### src/rtl/mips_pkg.sv
// rtl/mips_pkg.sv - shared widths and arbiter state encoding
package mips_pkg;
   localparam int REG_ADDR_W = 5;
   localparam int DATA_W     = 32;
   localparam int REG_NUM    = 32;

   typedef enum logic [1:0] {
      IDLE  = 2'd0,
      WAIT  = 2'd1,
      DRAIN = 2'd2
   } arb_state_e;
endpackage

### src/rtl/md_wb_fifo.sv
// rtl/md_wb_fifo.sv - synchronous FIFO holding MD results awaiting a write-port slot
module md_wb_fifo #(
   parameter int WIDTH = 37,
   parameter int DEPTH = 2
) (
   input  logic                     clk_i,
   input  logic                     rst_i,
   input  logic                     push_i,
   input  logic [WIDTH-1:0]         push_data_i,
   input  logic                     pop_i,
   output logic [WIDTH-1:0]         head_o,
   output logic                     full_o,
   output logic                     empty_o,
   output logic [$clog2(DEPTH):0]   count_o
);
   localparam int PTR_W = $clog2(DEPTH);
   localparam int CNT_W = PTR_W + 1;

   logic [WIDTH-1:0] mem_q [DEPTH];
   logic [WIDTH-1:0] mem_d [DEPTH];
   logic [PTR_W-1:0] wr_ptr_q, wr_ptr_d, rd_ptr_q, rd_ptr_d;
   logic [CNT_W-1:0] count_q, count_d;
   logic             do_push, do_pop;

   assign full_o  = (count_q == CNT_W'(DEPTH));
   assign empty_o = (count_q == '0);
   assign count_o = count_q;
   assign head_o  = mem_q[rd_ptr_q];
   assign do_push = push_i && !full_o;
   assign do_pop  = pop_i && !empty_o;

   // DEPTH is a power of two, so pointers wrap by natural overflow.
   always_comb begin
      mem_d    = mem_q;
      wr_ptr_d = wr_ptr_q;
      rd_ptr_d = rd_ptr_q;
      count_d  = count_q;
      if (do_push) begin
         mem_d[wr_ptr_q] = push_data_i;
         wr_ptr_d        = wr_ptr_q + PTR_W'(1);
      end
      if (do_pop) begin
         rd_ptr_d = rd_ptr_q + PTR_W'(1);
      end
      if (do_push && !do_pop) begin
         count_d = count_q + CNT_W'(1);
      end else if (do_pop && !do_push) begin
         count_d = count_q - CNT_W'(1);
      end
   end

   always_ff @(posedge clk_i) begin
      if (rst_i) begin
         wr_ptr_q <= '0;
         rd_ptr_q <= '0;
         count_q  <= '0;
      end else begin
         wr_ptr_q <= wr_ptr_d;
         rd_ptr_q <= rd_ptr_d;
         count_q  <= count_d;
      end
   end

   always_ff @(posedge clk_i) begin
      mem_q <= mem_d;
   end
endmodule

### src/rtl/rf_write_arbiter.sv
// rtl/rf_write_arbiter.sv - shares the RF write port between WB (priority) and MD results
module rf_write_arbiter
   import mips_pkg::*;
#(
   parameter int MD_DEPTH     = 2,
   parameter int STARVE_LIMIT = 4
) (
   input  logic                  clk_i,
   input  logic                  rst_i,
   input  logic                  wb_we_i,
   input  logic [REG_ADDR_W-1:0] wb_addr_i,
   input  logic [DATA_W-1:0]     wb_data_i,
   input  logic                  md_issue_i,
   input  logic [REG_ADDR_W-1:0] md_issue_addr_i,
   input  logic                  md_valid_i,
   output logic                  md_ready_o,
   input  logic [REG_ADDR_W-1:0] md_addr_i,
   input  logic [DATA_W-1:0]     md_data_i,
   input  logic [REG_ADDR_W-1:0] rs_addr_i,
   input  logic [REG_ADDR_W-1:0] rt_addr_i,
   output logic                  rs_busy_o,
   output logic                  rt_busy_o,
   output logic                  stall_o,
   output logic                  rf_we_o,
   output logic [REG_ADDR_W-1:0] rf_addr_o,
   output logic [DATA_W-1:0]     rf_data_o,
   output logic                  err_o
);
   localparam int CNT_W = $clog2(MD_DEPTH) + 1;

   logic                          fifo_full, fifo_empty, push, pop;
   logic [CNT_W-1:0]              fifo_count;
   logic [REG_ADDR_W+DATA_W-1:0]  head;
   logic [REG_ADDR_W-1:0]         head_addr;
   logic [DATA_W-1:0]             head_data;
   logic [REG_NUM-1:0]            sb_q, sb_d;
   logic                          err_q, err_d;
   arb_state_e                    state_q, state_d;
   logic [3:0]                    wait_cnt_q, wait_cnt_d;
   logic                          drains_empty;

   md_wb_fifo #(
      .WIDTH (REG_ADDR_W + DATA_W),
      .DEPTH (MD_DEPTH)
   ) u_fifo (
      .clk_i       (clk_i),
      .rst_i       (rst_i),
      .push_i      (push),
      .push_data_i ({md_addr_i, md_data_i}),
      .pop_i       (pop),
      .head_o      (head),
      .full_o      (fifo_full),
      .empty_o     (fifo_empty),
      .count_o     (fifo_count)
   );

   assign head_addr  = head[REG_ADDR_W+DATA_W-1:DATA_W];
   assign head_data  = head[DATA_W-1:0];
   assign md_ready_o = !rst_i && !fifo_full;
   // Results for r0 complete the handshake but are never queued.
   assign push       = md_valid_i && md_ready_o && (md_addr_i != '0);
   assign pop        = !rst_i && !wb_we_i && !fifo_empty;

   always_comb begin
      rf_we_o   = 1'b0;
      rf_addr_o = '0;
      rf_data_o = '0;
      if (!rst_i) begin
         if (wb_we_i) begin
            rf_we_o   = 1'b1;
            rf_addr_o = wb_addr_i;
            rf_data_o = wb_data_i;
         end else if (!fifo_empty) begin
            rf_we_o   = 1'b1;
            rf_addr_o = head_addr;
            rf_data_o = head_data;
         end
      end
   end

   // Issue is applied after the drain clear so a same-cycle reissue keeps the bit set.
   always_comb begin
      sb_d  = sb_q;
      err_d = err_q;
      if (pop) begin
         sb_d[head_addr] = 1'b0;
      end
      if (md_issue_i && (md_issue_addr_i != '0)) begin
         sb_d[md_issue_addr_i] = 1'b1;
         if (sb_q[md_issue_addr_i]) begin
            err_d = 1'b1;
         end
      end
   end

   assign rs_busy_o = (rs_addr_i != '0) && sb_q[rs_addr_i];
   assign rt_busy_o = (rt_addr_i != '0) && sb_q[rt_addr_i];
   assign err_o     = err_q;
   assign stall_o   = !rst_i && (state_q == DRAIN);

   assign drains_empty = (fifo_count == CNT_W'(1)) && !push;

   always_comb begin
      state_d    = state_q;
      wait_cnt_d = wait_cnt_q;
      case (state_q)
         IDLE: begin
            wait_cnt_d = '0;
            if (push) begin
               state_d = WAIT;
            end
         end
         WAIT: begin
            if (pop) begin
               wait_cnt_d = '0;
               state_d    = drains_empty ? IDLE : WAIT;
            end else begin
               wait_cnt_d = wait_cnt_q + 4'd1;
               if (wait_cnt_d == 4'(STARVE_LIMIT)) begin
                  state_d = DRAIN;
               end
            end
         end
         DRAIN: begin
            if (pop) begin
               wait_cnt_d = '0;
               state_d    = drains_empty ? IDLE : WAIT;
            end
         end
         default: begin
            state_d    = IDLE;
            wait_cnt_d = '0;
         end
      endcase
   end

   always_ff @(posedge clk_i) begin
      if (rst_i) begin
         sb_q       <= '0;
         err_q      <= 1'b0;
         state_q    <= IDLE;
         wait_cnt_q <= '0;
      end else begin
         sb_q       <= sb_d;
         err_q      <= err_d;
         state_q    <= state_d;
         wait_cnt_q <= wait_cnt_d;
      end
   end
endmodule
### config.mk
export PLATFORM = sky130hd
export DESIGN_NAME = rf_write_arbiter
export DESIGN_NICKNAME = d
export VERILOG_FILES = /design/src/rtl/mips_pkg.sv /design/src/rtl/md_wb_fifo.sv /design/src/rtl/rf_write_arbiter.sv
export SDC_FILE = /design/constraint.sdc
export NUM_CORES = 1
export LEC_CHECK = 0
export CAP_MARGIN = 10
export CORE_AREA = 4 4 96 134
export CTS_BUF_LIST = sky130_fd_sc_hd__clkbuf_4
export DETAILED_ROUTE_END_ITERATION = 16
export DIE_AREA = 0 0 100 138
export PLACE_DENSITY_LB_ADDON = 0.12
export REMOVE_ABC_BUFFERS = 1
export SLEW_MARGIN = 10
export SYNTH_ARGS = -nofsm -noshare
export SYNTH_HDL_FRONTEND = slang
export SYNTH_SLANG_ARGS = --single-unit
### constraint.sdc
create_clock -name clk_i -period 3.5 [get_ports clk_i]
set_input_delay 0.35 -clock clk_i [delete_from_list [all_inputs] [get_ports clk_i]]
set_output_delay 0.35 -clock clk_i [all_outputs]
set_load 0.1 [all_outputs]
==> impl_results.md <==
* Synthesized area at 0.005712 mm2
* Worst-margin pin slew at 984.0 ps
* Synth unique cells at 44
* Detailed Place HPWL at 11.74 mm
* H-tree depth at 4
* Total CTS buffers at 17
* Hold_sp: md_data_i[16]
* EDFF count, synth at 74
* Max-Slew Margin vs Limit at 34.19%
* Slowest-stage cell, CP: nor3_4
* Port-buffer cells at 136
* Initial core utilization at 48.81%
* GRT Total Usage at 23.10%
* Period Utilization, post-route at 92.26%
* Commonest cells after routing, fill and taps aside: clkdlybuf4s50_1, nand2_1, edfxtp_1, o21ai_0, dfxtp_1
* Power density over the cells at 454.7 mW/mm2
* Root Driver: clkbuf_4
* Largest net degree at the start of global routing at 41
* Prevailing post-synth register cell: edfxtp_1
* Vias/cell at 5.763
* Total global routing overflow at 0
* RR Startpoint: u_fifo.count_o[0]
* Remaining antenna violation count at 0
* Status: finished, final reports clean
* Area occupied by multi-input gates at 0.002516 mm2
* Nets at 758
* Commonest non-fill, non-tap cell in the layout: clkdlybuf4s50_1
* Setup Crit Path Kind: reg -> out
* Fin. Hold Viols at 0
* DR WL/cell at 19.77 um
* Fin crit period at 3229 ps
* Fin cells at 819
* Total power at 3.643 mW
* Sequential share of the synthesized area at 53.98%
* Via count of the first global-routing pass at 4857
* Reg area at 0.003084 mm2
* Max-cap viol count at 0
* Die Span Y at 138 um
* DR iter-0 viols at 249
* Setup_tns at 0 ps
* Layout Skew at 21.82 ps
* Worst vdd ir at 0.0003124 V
* Clk slew on worst S/H paths at 110 ps
* Post-Synthesis Cells at 513
* Startpoint types: register
* Critical path arrival at 2880 ps
* Critical path endpoint category: output port
* Leak pwr at 2.710 nW
* Fin Hold WS at 413.9 ps
* CP max stage delay at 510 ps
* Yosys reg bits at 117
* Crit-path max FO at 10
* Async set or reset register ratio after synthesis at 0%
* First-pass DRT Iterations at 8
* Fillers at 870
* CTS Buffer Depth at 2
* Endpoints failing setup at 0
* Initial antenna violation count at 1
* Pins Over Slew Limit at 0
* Hold endpoint: u_fifo.mem_q[16]
* Dpl cells at 782
* Area Growth Syn to Fin at 40.28%
* RSZ-0062 raised after global routing: no
* Worst path cell trace: inv_1 > ha_1 > nor3_4 > clkinvlp_4 > o21ai_0 > buf_12
* Worst Hold Path Cells at 1
* RePlAce Congestion at 1.004
* Die span in x at 100 um
* Worst hold path type: in -> reg
* Syn Area/Cell at 11.13 um2
* Register-to-Register Path Depth at 9
* Share of post-route cells with drive strength above 1 at 19.37%
* Worst R2R End: u_fifo.count_o[1]
* Worst reg2reg setup slack at 1000 ps
* Clk_lat worst skew at 520 ps
* CP required at 3150 ps
* Warnings, synthesis at 0
* Top-Level Pins at 137
* Placeable Area at 0.01170 mm2
* Fmax at 309.7 MHz
* TritonCTS clock tree: done
* Post-CTS Hold Buffers at 0
* Via Count at 4720
* Final wirelength at 16.19 mm
* Die Area at 0.01380 mm2
* Clock Sinks at 117
* First-pass GRT wire length at 24.64 mm
* Final Core Density at 68.47%
* Cell row count at 47
* DRC at 0
==> stage by stage <==
| step | area [um2] | setup slack [ps] |
|---|---|---|
| after global routing | 8013 | 15.13 |
| final | 8013 | 271.0 |
| after CTS | 7965 | 222.2 |
| after detailed placement | 7670 | 441.6 |
| after floorplan | 5600 | -1071 |
| after global placement | 7670 | 495.5 |
==> where the power goes <==
part / switching, mW / internal, mW / leakage, nW
Combinational: 0.654 / 0.405 / 1.53
Sequential: 0.0479 / 1.53 / 1.03
Clock: 0.507 / 0.497 / 0.149
==> flip-flops by register name, summed over array words and instances (netlist names) <==
name,flops
err_o,1
u_fifo.count_o,2
wait_cnt_q,4
u_fifo.mem_q,74
sb_q,32
u_fifo.wr_ptr_q,1
state_q,2
u_fifo.rd_ptr_q,1
==> worst max-delay path: cells and delay by family, from the launching register on <==
kind	cells	cell delay, ps
buffers and inverters	3	750
adders and majority gates	1	280
and+or+nand+nor	1	510
DFF	1	390
AOI/OAI and AO/OA	1	430
==> cell usage after synthesis, drive strengths merged (8+ instances only) <==
cell / number / share of area (%)
mux2i: 37 / 6.5
o21ai: 73 / 6.4
edfxtp: 74 / 39
nor2b: 10 / 1.1
nand2: 84 / 5.5
dfxtp: 43 / 15
buf: 11 / 0.90
a21oi: 40 / 3.5
mux4: 24 / 9.5
inv: 8 / 0.53
nor2: 28 / 1.9
clkbuf: 16 / 1.1
==> how the worst max path moves through the flow <==
stage,startpoint,to,slack [ps],cells after the start
after floorplan,u_fifo.rd_ptr_q,rf_addr_o[4],-1070,2
after global placement,rs_addr_i[0],rs_busy_o,500,5
after detailed placement,rt_addr_i[0],rt_busy_o,440,5
after CTS,u_fifo.count_o[0],rf_data_o[2],220,6
after global routing,u_fifo.count_o[0],rf_addr_o[1],20,6
final,u_fifo.count_o[0],rf_data_o[0],270,6
==> timing repair <==
item,in CTS,in global routing
setup endpoints to repair,0,24
buffers inserted,0,1
gates resized for setup,0,6
endpoints found under the hold margin,0,0
==> kinds of logic after synthesis <==
family / after synthesis / synth area share, %
compound gates: 130 / 12.42
xor+xnor: 3 / 0.4601
fa+ha+maj: 6 / 1.314
buf+inv: 35 / 2.475
flops: 117 / 53.98
mux: 68 / 17.33
simple gates: 154 / 12.03
==> layout make-up <==
type                            instances  share of cell area, %
Timing Repair inverter                  3                 0.2811
Antenna cell                            1                0.03123
Inverter                                8                 0.4216
Tap cell                              147                  2.295
Multi-Input combinational cell        361                  31.40
Clock inverter                         14                  1.999
Clock buffer                           18                  1.686
Timing Repair Buffer                  150                  23.39
Sequential cell                       117                  38.49
==> metal layers <==
metal / wire length [um] / global-route usage, %
met5: 0 / 0
met4: 719 / 12.07
met3: 1206 / 8.216
met2: 8679 / 40.45
met1: 5586 / 23.77
(Power assumes the default switching activity.)
